==> src/rtl/pipe_ctrl.sv <==
// pipe_ctrl: stall/flush/redirect control for the five-stage core, with redirect hold while a fetch is outstanding
module pipe_ctrl #(
    parameter logic [31:0] TRAP_VEC = 32'h0000_0004
) (
    input  logic        clk,
    input  logic        rst,
    input  logic        i_req_if_stall,
    input  logic        i_req_id_stall,
    input  logic        i_req_ex_stall,
    input  logic        i_req_mem_stall,
    input  logic        i_ex_redirect,
    input  logic [31:0] i_ex_target,
    input  logic        i_mem_trap,
    output logic [4:0]  o_stall,
    output logic        o_flush_if_id,
    output logic        o_flush_id_ex,
    output logic        o_flush_ex_mem,
    output logic        o_pc_redirect,
    output logic [31:0] o_pc_target,
    output logic [31:0] o_stall_cycles
);
    typedef enum logic {RUN, PEND} state_t;
    state_t      r_state;
    logic [31:0] r_pend_target;
    logic [31:0] r_stall_cycles;
    logic        w_trap, w_redir, w_pend, w_ifs, w_ids, w_exs, w_mems, w_event;
    logic [31:0] w_target;
    // Every request is qualified with !rst so reset forces all outputs low
    always_comb begin
        w_mems         = !rst && i_req_mem_stall;
        w_trap         = !rst && i_mem_trap && !i_req_mem_stall;
        w_pend         = !rst && r_state == PEND;
        w_redir        = !rst && r_state == RUN && i_ex_redirect && !i_req_ex_stall && !i_req_mem_stall && !w_trap;
        w_ifs          = !rst && i_req_if_stall;
        w_exs          = !rst && i_req_ex_stall && !w_trap;
        w_ids          = !rst && i_req_id_stall && !w_trap && !w_redir;
        w_event        = w_trap || w_redir;
        o_stall        = w_mems ? 5'b01111 : w_exs ? 5'b00111 : w_ids ? 5'b00011 : w_ifs ? 5'b00001 : 5'b00000;
        o_flush_if_id  = w_event || w_pend;
        o_flush_id_ex  = w_event;
        o_flush_ex_mem = w_trap;
        w_target       = w_trap ? TRAP_VEC : w_pend ? r_pend_target : i_ex_target;
        o_pc_redirect  = (w_event || w_pend) && !w_ifs;
        o_pc_target    = o_pc_redirect ? w_target : 32'd0;
        o_stall_cycles = r_stall_cycles;
    end
    always_ff @(posedge clk) begin
        if (rst) begin
            r_state        <= RUN;
            r_pend_target  <= 32'd0;
            r_stall_cycles <= 32'd0;
        end else begin
            if (o_stall != 5'b00000) r_stall_cycles <= r_stall_cycles + 32'd1;
            if (w_event && w_ifs) r_pend_target <= w_target;
            r_state <= ((w_event || w_pend) && w_ifs) ? PEND : RUN;
        end
    end
endmodule

==> config.mk <==
export PLATFORM = sky130hd
export DESIGN_NAME = pipe_ctrl
export DESIGN_NICKNAME = d
export VERILOG_FILES = /design/src/rtl/pipe_ctrl.sv
export SDC_FILE = /design/constraint.sdc
export NUM_CORES = 1
export LEC_CHECK = 0
export CAP_MARGIN = 5
export CORE_MARGIN = 2
export CORE_UTILIZATION = 41
export DETAILED_ROUTE_END_ITERATION = 12
export PLACE_DENSITY_LB_ADDON = 0.25
export SETUP_SLACK_MARGIN = 0.3
export SYNTH_ARGS = -nofsm -noshare
export SYNTH_HDL_FRONTEND = slang
export SYNTH_SLANG_ARGS = --single-unit
==> constraint.sdc <==
create_clock -name clk -period 1.6 [get_ports clk]
set_input_delay 0.16 -clock clk [delete_from_list [all_inputs] [get_ports clk]]
set_output_delay 0.16 -clock clk [all_outputs]
set_load 0.05 [all_outputs]
# Yosys cells after proc, flatten, opt, wreduce, memory -nomap -nowiden
# Index checks and enable logic that the tools add are counted.
# word_totals
register_bits,65
out_inout_bits,73
word_cells,40
# op_classes
add_sub_neg,1
bitwise_logic,1
n_reduce_logical,27
mux,8
# ops
cell,n
2-to-1 mux 32 bit,3
adder 32 x 1 -> 32 bit (second input constant),1
logical AND 1 bit,18
logical NOT 1 bit,6
nonzero test 5 bit,1
2-to-1 mux 4 bit,1
2-to-1 mux 3 bit,1
logical OR 1 bit,2
2-to-1 mux 1 bit,2
2-to-1 mux 2 bit,1
inverter 1 bit,1

# Depth between registers and ports, before layout
# logic_depth
word_depth,12
depth_mapped,7

# Worst setup path after synthesis
# OpenSTA, ideal clock, no wires.
# synth_path
path_type,input-to-output
start,input i_ex_redirect
end,output o_pc_target[0]
cell_stages,6
t_required_ns,1.440
slack_ns,-1.525
t_arrival_ns,2.965
n_path_buf,1
path_cell_list,nor2b_1 -> o21ai_0 -> a211oi_1 -> nand2_1 -> clkbuf_1 -> a21oi_1
# synth_between
elab_chain_len,8
# synth_rtl
element,line_no,source
"start, declared",11,"input logic i_ex_redirect,"
logical AND 1 bit (4 in a row),33,w_redir = !rst && r_state == RUN && i_ex_redirect && !i_req_ex_stall && !i_req_mem_stall && !w_trap;
logical OR 1 bit,37,w_event = w_trap || w_redir;
logical OR 1 bit,43,o_pc_redirect = (w_event || w_pend) && !w_ifs;
logical AND 1 bit,43,
via o_pc_redirect,18,"output logic o_pc_redirect,"
2-to-1 mux 32 bit,44,o_pc_target = o_pc_redirect ? w_target : 32'd0;
"end, declared",19,"output logic [31:0] o_pc_target,"
# The timed path passes the listed nets, and every way through them passes these cells.

# Worst setup path in the final report
# layout_path
start,register r_state
end,output o_pc_target[22]
# layout_between
elab_chain_len,10
elab_cells_between_ends,13
classes_between,mux: 3; bitwise: 1; reduce/logical: 9
# layout_rtl
element,line_no,source
"start, declared",23,state_t r_state;
"start signal, assigned",55,r_state <= ((w_event || w_pend) && w_ifs) ? PEND : RUN;
inverter 1 bit,33,
logical AND 1 bit (5 in a row),33,
logical OR 1 bit,37,
logical OR 1 bit,43,
logical AND 1 bit,43,
2-to-1 mux 32 bit (*),44,
# Mark *: on every way between the ends. The rest lies on a longest branch, timed or not.

==> summary.md <==
| Metric | Value |
|---|---|
| Crit Path Class | `reg2out` |
| Vias in the first global route | `4331` |
| Post-Synth Adder-Cell Area | `0.394%` |
| Pre-CTS WS | `-0.759 ns` |
| ANT cells | `0` |
| Hold Vio Cnt, Final | `0` |
| Top_reg_cell synth | `dfxtp_1` |
| F_max | `0.507 GHz` |
| Synth Area in XOR/XNOR | `4.41%` |
| Wirelength per Cell | `25.1 microns` |
| Final Critical Period | `1.97 ns` |
| # IOs | `113` |
| Leak | `2.65 nW` |
| RSZ-0062 raised after global routing | `true` |
| Sequential area share after synthesis | `40.9%` |
| Critical Path Slowest Stage Cell | `dfxtp_4` |
| Post-synth ARST share | `0%` |
| Synth top area share | `40.9%` |
| CTS tree | `yes` |
| Most frequent cells in the layout | `buf_4, nand2_1, buf_12` |
| Root Driver | `clkbuf_8` |
| First-pass GRT wire length | `23000 microns` |
| Layout Nets | `634` |
| Die height | `92.1 microns` |
| Post-DP HPWL | `7410 microns` |
| Largest net degree at the start of global routing | `33` |
| Row count | `32` |
| Clk buf depth | `2` |
| Simple-Gate Fraction of Synth Area | `25.9%` |
| Synth Register Bits | `65` |
| Cell count after placement | `636` |
| Most common cell after layout, fill and taps aside | `buf_4` |
| H-tree levels | `3` |
| Overall global routing resource usage | `34.9%` |
| Starting density of the core | `41.8%` |
| Dpl cell area | `5720 sq um` |
| Placer congestion estimate | `0.886` |
| Die area | `8480 sq um` |
| P&R area growth vs syn | `116%` |
| Power Density | `586 nW/um^2` |
| Status | `finished, violations left` |
| Drt first pass iters | `5` |
| Vias | `4407` |
| CP endpoint kind | `output pin` |
| Fin area | `6870 sq um` |
| TNS Setup | `-20.29 ns` |
| Grt total ovfl | `0` |
| Worst min-delay path class | `in2reg` |
| CTS clk-pin slew, worst paths | `0.09 ns` |
| # DRC | `0` |
| Synth warn | `0` |
| Average cell area after synthesis | `8.17 sq um` |
| Synth top area cells | `dfxtp_1, nand2_1, a22o_1` |
| Initial antenna violation count | `0` |
| Failing checks | `setup timing` |
| PortBufs | `111` |
| Placeable Area | `7610 sq um` |
| Critical path required time | `1.44 ns` |
| Post-synth cell types | `50` |
| Final Cycle Share | `123%` |
| VDD IR max | `529 uV` |
| Post-synthesis compound-gate area fraction | `23.3%` |
| 1st-iter DRT viols | `296` |
| PnR worst setup slack | `-0.374 ns` |
| Via/cell ratio | `6.30` |
| Critical path arrival | `1.81 ns` |
| Antenna-violating nets left | `0` |
| Final wirelength | `17600 microns` |
| Clk Latency, worst-skew pair | `0.37 ns` |
| Worst Path Max Fanout | `7` |
| Final Setup Violations | `98` |
| CTS buffer count | `9` |
| EDFF count, synth | `0` |
| Main combinational cell family by area after synthesis | `simple AND/OR/NAND/NOR gates` |
| Share of cells above drive strength 1 | `56.5%` |
| Worst path max stage delay | `0.41 ns` |
| CP startpoint kind | `flip-flop` |
| Crit path cell chain | `inv_4 -> a211oi_4 -> nand2_4 -> buf_16 -> a21oi_4 -> buf_12` |
| Total of max-cap violations | `0` |
| Non-filler cells, final | `700` |
| TritonCTS Sinks | `65` |
| Mapped Cells | `389` |
| Mapped Area | `3180 sq um` |
| Syn nets | `430` |
| Post-synth top area cell | `dfxtp_1` |
| Fin. max-slew vios | `0` |
| Setup Skew | `0.0180 ns` |
| Mux cell area share after synthesis | `0.315%` |
| CTS Hold Bufs | `0` |
| Die W | `92.1 microns` |
## worst max-delay path, delay by kind of cell (launching register included)
kind                   cells  cell delay, ns
AO/OA/AOI/OAI              2            0.45
flip-flops                 1            0.41
buffers and inverters      3            0.40
AND/OR/NAND/NOR            1            0.18
## what timing repair did
action	in CTS	in global routing
endpoints found under the setup margin	104	105
buffers inserted	29	12
resized for setup	83	56
pin swaps	85	36
gates cloned	6	1
## Yosys cell counts, types with 4 or more instances
cell / n
clkbuf_1: 17
o21ai_0: 11
a21oi_1: 46
a22o_1: 30
o211ai_1: 6
inv_1: 8
nand4_1: 10
nand2_1: 77
dfxtp_1: 65
nand3_1: 7
xor2_1: 16
o2111ai_1: 4
nor2_1: 27
or3_1: 10
## through the flow
step	util [%]	power, mW	hold slack, ns
2_1_floorplan	-	2.00	0.286
3_3_place_gp	75.2	2.34	0.456
3_5_place_dp	75.2	2.35	0.465
4_1_cts	86.4	3.85	0.327
5_1_grt	90.4	4.10	0.267
6_report	90.4	4.03	0.270
## layout make-up
cell class                 instances  area [sq um]
multi-input combinational        295          2650
fill                             291           733
timing repair buffer             214          2450
sequential                        65          1410
inverter                           8          36.3
tap                              102           128
clock inverter                     5          35.0
clock buffer                      11           174
## routing by layer
metal	wire (microns)	vias to the layer above	track usage, %
met5	0	-	0
met4	1610	0	21.4
met3	1410	142	8.63
met2	8590	356	59.9
met1	5960	2100	38.9
li1	-	1809	-
## state kept, by name, summed over array words and instances (netlist names)
register,flops
o_stall_cycles,32
r_state,1
r_pend_target,32
## logic make-up after synthesis
kind of cell             count (synthesis)
buffers and inverters                   33
flip-flops                              65
adder cells (fa/ha/maj)                  1
AO/OA/AOI/OAI                          110
multiplexers                             1
AND/OR/NAND/NOR                        162
other                                    1
XOR/XNOR                                16
## where the power goes
group	internal, mW	total (mW)	switching [mW]	leakage (nW)
registers	1.59	1.62	0.0270	0.547
logic	0.403	0.910	0.506	1.99
clock network	0.752	1.50	0.747	0.106
total	2.75	4.03	1.28	2.65
## final timing paths
| check | start | to | slack [ns] | cells after the start |
|---|---|---|---|---|
| worst max register to register | r_state | o_stall_cycles[11] | -0.24 | 8 |
| worst min-delay path | rst | r_pend_target[7] | 0.27 | 3 |
| worst min register to register | r_pend_target[13] | r_pend_target[13] | 0.50 | 1 |
| worst max-delay path | r_state | o_pc_target[22] | -0.37 | 6 |
(Power assumes the default switching activity.)
